**config.mk**
```make
export PLATFORM = sky130hd
export DESIGN_NAME = pulse_sched
export DESIGN_NICKNAME = d
export VERILOG_FILES = /design/src/rtl/pulse_pkg.sv /design/src/rtl/rr_arbiter.sv /design/src/rtl/pulse_sched.sv
export SDC_FILE = /design/constraint.sdc
export NUM_CORES = 1
export LEC_CHECK = 0
export ABC_AREA = 1
export CAP_MARGIN = 20
export CORE_ASPECT_RATIO = 0.8
export CORE_UTILIZATION = 47
export DETAILED_ROUTE_END_ITERATION = 7
export HOLD_SLACK_MARGIN = 0.12
export PLACE_DENSITY = 0.8
export SYNTH_ARGS = -nofsm -noshare
export SYNTH_HDL_FRONTEND = slang
export SYNTH_SLANG_ARGS = --single-unit
```
**constraint.sdc**
```tcl
create_clock -name clk -period 2.24 [get_ports clk]
set_clock_uncertainty 0.1 [all_clocks]
set_input_delay 0.448 -clock clk [delete_from_list [all_inputs] [get_ports clk]]
set_output_delay 0.448 -clock clk [all_outputs]
set_load 0.005 [all_outputs]
```
**src/rtl/pulse_pkg.sv**
```systemverilog
// Shared definitions for the pulse scheduler: one-hot state encodings and default sizing.
package pulse_pkg;

  localparam int WW_DEF        = 16;
  localparam int LAUNCH_TO_DEF = 4;

  typedef enum logic [3:0] {
    S_IDLE    = 4'b0001,
    S_LAUNCH  = 4'b0010,
    S_ACTIVE  = 4'b0100,
    S_HOLDOFF = 4'b1000
  } state_t;

endpackage

```
**src/rtl/rr_arbiter.sv**
```systemverilog
// Combinational round-robin pick: the first set pending bit at or after rr_ptr, wrapping modulo NCH.
module rr_arbiter #(
  parameter int NCH = 4,
  parameter int IDW = 2
) (
  input  logic [NCH-1:0] pending,
  input  logic [IDW-1:0] rr_ptr,
  output logic           any_valid,
  output logic [IDW-1:0] winner
);

  // Walk from the farthest offset down so the nearest candidate is written last and wins.
  always_comb begin
    any_valid = 1'b0;
    winner    = '0;
    for (int k = NCH - 1; k >= 0; k--) begin
      if (pending[(int'(rr_ptr) + k) % NCH]) begin
        any_valid = 1'b1;
        winner    = IDW'((int'(rr_ptr) + k) % NCH);
      end
    end
  end

endmodule

```
**src/rtl/pulse_sched.sv**
```systemverilog
// Shares one pulse generator among NCH requesters: latches requests, grants round-robin,
// follows the generated pulse to its end, then holds off before the next grant.
//
//   state     | meaning
//   ----------+-----------------------------------------------------------
//   S_IDLE    | waiting for en and a pending request
//   S_LAUNCH  | trigger issued, waiting for gen_pulse to rise (bounded)
//   S_ACTIVE  | generator pulse in progress
//   S_HOLDOFF | enforced gap after the pulse before returning to idle
module pulse_sched
  import pulse_pkg::*;
#(
  parameter int NCH       = 4,
  parameter int IDW       = 2,
  parameter int WW        = WW_DEF,
  parameter int LAUNCH_TO = LAUNCH_TO_DEF
) (
  input  logic              clk,
  input  logic              rst,
  input  logic              en,
  input  logic [NCH-1:0]    req,
  input  logic [NCH*WW-1:0] width_cfg,
  input  logic [WW-1:0]     holdoff_cfg,
  output logic              gen_trigger,
  output logic [WW-1:0]     gen_width,
  input  logic              gen_pulse,
  output logic              busy,
  output logic [IDW-1:0]    grant_id,
  output logic [NCH-1:0]    done,
  output logic [NCH-1:0]    pending,
  output logic              err_timeout
);

  state_t         state_q, state_d;
  logic [NCH-1:0] pending_q, pending_d, clr;
  logic [IDW-1:0] rr_ptr_q, rr_ptr_d;
  logic [IDW-1:0] grant_id_q, grant_id_d;
  logic [WW-1:0]  gen_width_q, gen_width_d;
  logic           gen_trigger_q, gen_trigger_d;
  logic [NCH-1:0] done_q, done_d;
  logic           err_q, err_d;
  logic [WW-1:0]  cnt_q, cnt_d;
  logic           any_valid;
  logic [IDW-1:0] winner;

  rr_arbiter #(.NCH(NCH), .IDW(IDW)) u_arb (
    .pending   (pending_q),
    .rr_ptr    (rr_ptr_q),
    .any_valid (any_valid),
    .winner    (winner)
  );

  always_ff @(posedge clk) begin
    if (rst) begin
      state_q       <= S_IDLE;
      pending_q     <= '0;
      rr_ptr_q      <= '0;
      grant_id_q    <= '0;
      gen_width_q   <= '0;
      gen_trigger_q <= 1'b0;
      done_q        <= '0;
      err_q         <= 1'b0;
      cnt_q         <= '0;
    end else begin
      state_q       <= state_d;
      pending_q     <= pending_d;
      rr_ptr_q      <= rr_ptr_d;
      grant_id_q    <= grant_id_d;
      gen_width_q   <= gen_width_d;
      gen_trigger_q <= gen_trigger_d;
      done_q        <= done_d;
      err_q         <= err_d;
      cnt_q         <= cnt_d;
    end
  end

  always_comb begin
    state_d       = state_q;
    rr_ptr_d      = rr_ptr_q;
    grant_id_d    = grant_id_q;
    gen_width_d   = gen_width_q;
    gen_trigger_d = 1'b0;
    done_d        = '0;
    err_d         = err_q;
    cnt_d         = cnt_q;
    clr           = '0;
    case (state_q)
      S_IDLE: begin
        if (en && any_valid) begin
          state_d       = S_LAUNCH;
          grant_id_d    = winner;
          gen_width_d   = width_cfg[int'(winner)*WW +: WW];
          gen_trigger_d = 1'b1;
          clr[winner]   = 1'b1;
          rr_ptr_d      = (winner == IDW'(NCH - 1)) ? '0 : winner + 1'b1;
          cnt_d         = WW'(LAUNCH_TO);
        end
      end
      S_LAUNCH: begin
        // The trigger cycle itself is not counted against the launch window.
        if (gen_pulse) begin
          state_d = S_ACTIVE;
        end else if (!gen_trigger_q) begin
          if (cnt_q <= WW'(1)) begin
            err_d              = 1'b1;
            done_d[grant_id_q] = 1'b1;
            state_d            = S_HOLDOFF;
            cnt_d              = holdoff_cfg;
          end else begin
            cnt_d = cnt_q - 1'b1;
          end
        end
      end
      S_ACTIVE: begin
        if (!gen_pulse) begin
          done_d[grant_id_q] = 1'b1;
          state_d            = S_HOLDOFF;
          cnt_d              = holdoff_cfg;
        end
      end
      S_HOLDOFF: begin
        if (cnt_q == '0) state_d = S_IDLE;
        else             cnt_d   = cnt_q - 1'b1;
      end
      default: state_d = S_IDLE;
    endcase
    // A new request in the grant cycle keeps the bit set.
    pending_d = (pending_q & ~clr) | req;
  end

  assign gen_trigger = gen_trigger_q;
  assign gen_width   = gen_width_q;
  assign grant_id    = grant_id_q;
  assign done        = done_q;
  assign pending     = pending_q;
  assign err_timeout = err_q;
  assign busy        = (state_q != S_IDLE);

endmodule

```
==> run metrics <==
first-pass GRT wire length around 16000 um; Pleak between 2 and 2.5 nW; yosys warns 0; clk_lat worst skew 0.31 ns; cts hold-fix bufs 0; io pins 117; worst endpoint data arrival time 1.59 ns; drt wl/cell ~13 um; Routed WL 10100 um; VDD IR max 0.510 mV; register bit total from synthesis 50; gr usage total 26.1%; Least-Margin Pin Slew 0.398 ns; vias in the first global route 3586; Async S/R FF share, synth 0%; maximum clock insertion buffer count 2; First-pass DRT Iterations 4; full die area just under 8000 sq um; area post-placement 4760 sq um; Mean Syn Cell Area 6.43 sq um; ANT cells 0; clk sinks 50; CP max stage delay 0.46 ns; Cell variety after synth 41; crit path capture busy; Worst Setup SP state_q[2]$_SDFFE_PP0P_; Crit. End Element primary output; CTS H-tree lvls 2; clock transition at the registers of the reported paths ~0.1 ns; Final setup viols 0; IO Port Bufs 116; number of synthesized flops with an enable pin 0; Post-Syn Nets 644; pwr dens 1160 nW/um^2; die width 99.0 um; antenna viol nets, final 0; CTS root buffer clkbuf_8; WHS 0.361 ns; Die Ht 79.6 um; Synth Flop Type dfxtp_1; post-synth top area cell dfxtp_1; register area share after synthesis 28.3%; Post-Syn Area 3540 sq um; worst reg2reg setup slack 0.16 ns; max_slew headroom 73.3%; core area 7060 sq um; hpwl dp slightly below 8000 um; initial antenna violation count 0; register area 1000 sq um; CTS tree built; initial DRC count 199; DRC 0; max frequency approximately 470 MHz; gpl congestion about 0.9; Synth area leaders dfxtp_1 (28%), nand2_1 (17%), nand3_1 (7.9%); grt total ovfl 0; min Tclk post-route 2.13 ns; non-filler cells in the finished layout 753; crit path launch type flop; Slew Viols, Final 0; initial core utilization 50.1%; pin count of the biggest net entering global routing 25; hold crit path type reg -> reg; Synth top area share 28.3%; Hold Path Origin err_timeout$_SDFFE_PP0P_; fin util between 60% and 70%; Req. time, crit path 1.69 ns; slowest CP cell clkdlybuf4s50_1; Hold Vio Cnt, Final 0; Max Cap Violations 0; Worst R2R Path Depth 12; critical-path maximum fanout 4; share of layout cells above drive strength 1 10.7%; CTS Buf Count 5; Critical R2R Capture cnt_q[2]$_SDFFE_PP0P_; row count 27; CP cell instances inv_1, nand2_1, nor3_2, inv_2, clkdlybuf4s50_1; total number of vias 3851; worst r2r src cnt_q[0]$_SDFFE_PP0P_; fin crit share 95.3%; Finished Cell Area 4860 sq um; critical path class reg -> out; Area growth syn-to-layout 37.4%; status finished, final reports clean; fillers between 600 and 700; DP Cell Count 745; vias per std cell approximately 5.1; nets 760; Gate Count Post-Synth 550; area of the multi-input gates 2100 sq um
what timing repair did:
item	4_1_cts	5_1_grt
endpoints found under the setup margin	0	12
resized for setup	0	2
setup buffers	0	1
per-layer routing:
metal | track usage [%] | up-vias | wire length [um] | part of all wire, %
li1 | - | 1966 | - | -
met1 | 33.3 | 1732 | 4590 | 46
met2 | 45.7 | 136 | 4670 | 46
met3 | 4.38 | 17 | 617 | 6.1
met4 | 7.16 | 0 | 191 | 1.9
met5 | 0 | - | 0 | 0
area by class of cell:
cell class	instances	area share, %
Multi-Input combinational cell	404	43.1
Timing Repair Buffer	128	26.3
Sequential cell	50	20.6
Inverter	77	6.10
Tap cell	87	2.24
Clock buffer	5	1.42
Clock inverter	2	0.206
cell families after synthesis:
logic type	share of synthesized area [%]
and+or+nand+nor	43.6
buffers and inverters	12.4
AOI/OAI and AO/OA	11.8
DFF	28.3
xor gates and xnor gates	1.73
adders and majority gates	2.12
sequential cells by signal, summed over array words and instances (netlist names):
name         count
rr_ptr_q         2
err_timeout      1
done             4
pending          4
state_q          4
gen_trigger      1
gen_width       16
grant_id         2
cnt_q           16
cell usage after synthesis, types with 2 or more instances:
library cell and number:
o21a_1 16, buf_6 7, buf_2 6, nand3b_1 9
nor3b_1 7, dfxtp_1 50, nor2_1 44, a211oi_1 2
nand4_1 2, inv_2 6, nor3_1 4, inv_1 69
nor2_4 4, a21oi_2 2, nor2_2 4, nor3_2 2
a21oi_1 24, or2_1 2, nand3_4 2, ha_1 6
nand2_4 3, o21ai_0 18, xor2_1 5, nand2_1 161
xnor2_1 2, nand3_1 56, clkbuf_1 5, and2_4 2
nand2_2 18
worst min-delay path by stage:
stage / endpoint / depth (start not counted)
after floorplan: err_timeout$_SDFFE_PP0P_ / 2
after global placement: err_timeout$_SDFFE_PP0P_ / 2
after detailed placement: err_timeout$_SDFFE_PP0P_ / 2
after CTS: err_timeout$_SDFFE_PP0P_ / 2
after global routing: err_timeout$_SDFFE_PP0P_ / 2
final: err_timeout$_SDFFE_PP0P_ / 2
power breakdown:
group          internal [W]  total, W  switching, W
Sequential          0.00112   0.00130      0.000186
Combinational       0.00153   0.00380       0.00227
Clock              0.000211  0.000514      0.000303
critical path, delay by kind of cell (launching register included):
family / cells / cell delay (ns)
buffers and inverters: 3 / 0.66
DFF: 1 / 0.35
and+or+nand+nor: 2 / 0.27
stage by stage:
step,TNS (ns),power [W],worst slack [ns]
2_1_floorplan,0,0.00408,0.341
3_3_place_gp,0,0.00493,0.201
3_5_place_dp,0,0.00505,0.154
4_1_cts,0,0.00558,0.0608
5_1_grt,-0.0445,0.00609,-0.0189
6_report,0,0.00561,0.106
layout by cell type, fill, tap and decap left out, types with 9 or more instances in the layout:
cell | netlist | layout
dfxtp_1 | 50 | 49
nand2_2 | 18 | 18
buf_4 | 0 | 10
inv_1 | 69 | 68
nor2_1 | 44 | 44
o21a_1 | 16 | 16
clkdlybuf4s50_1 | 0 | 116
nand3_1 | 56 | 56
a21oi_1 | 24 | 24
nand2_1 | 161 | 161
o21ai_0 | 18 | 18
nand3b_1 | 9 | 9
Power figures use the tool's default switching activity.
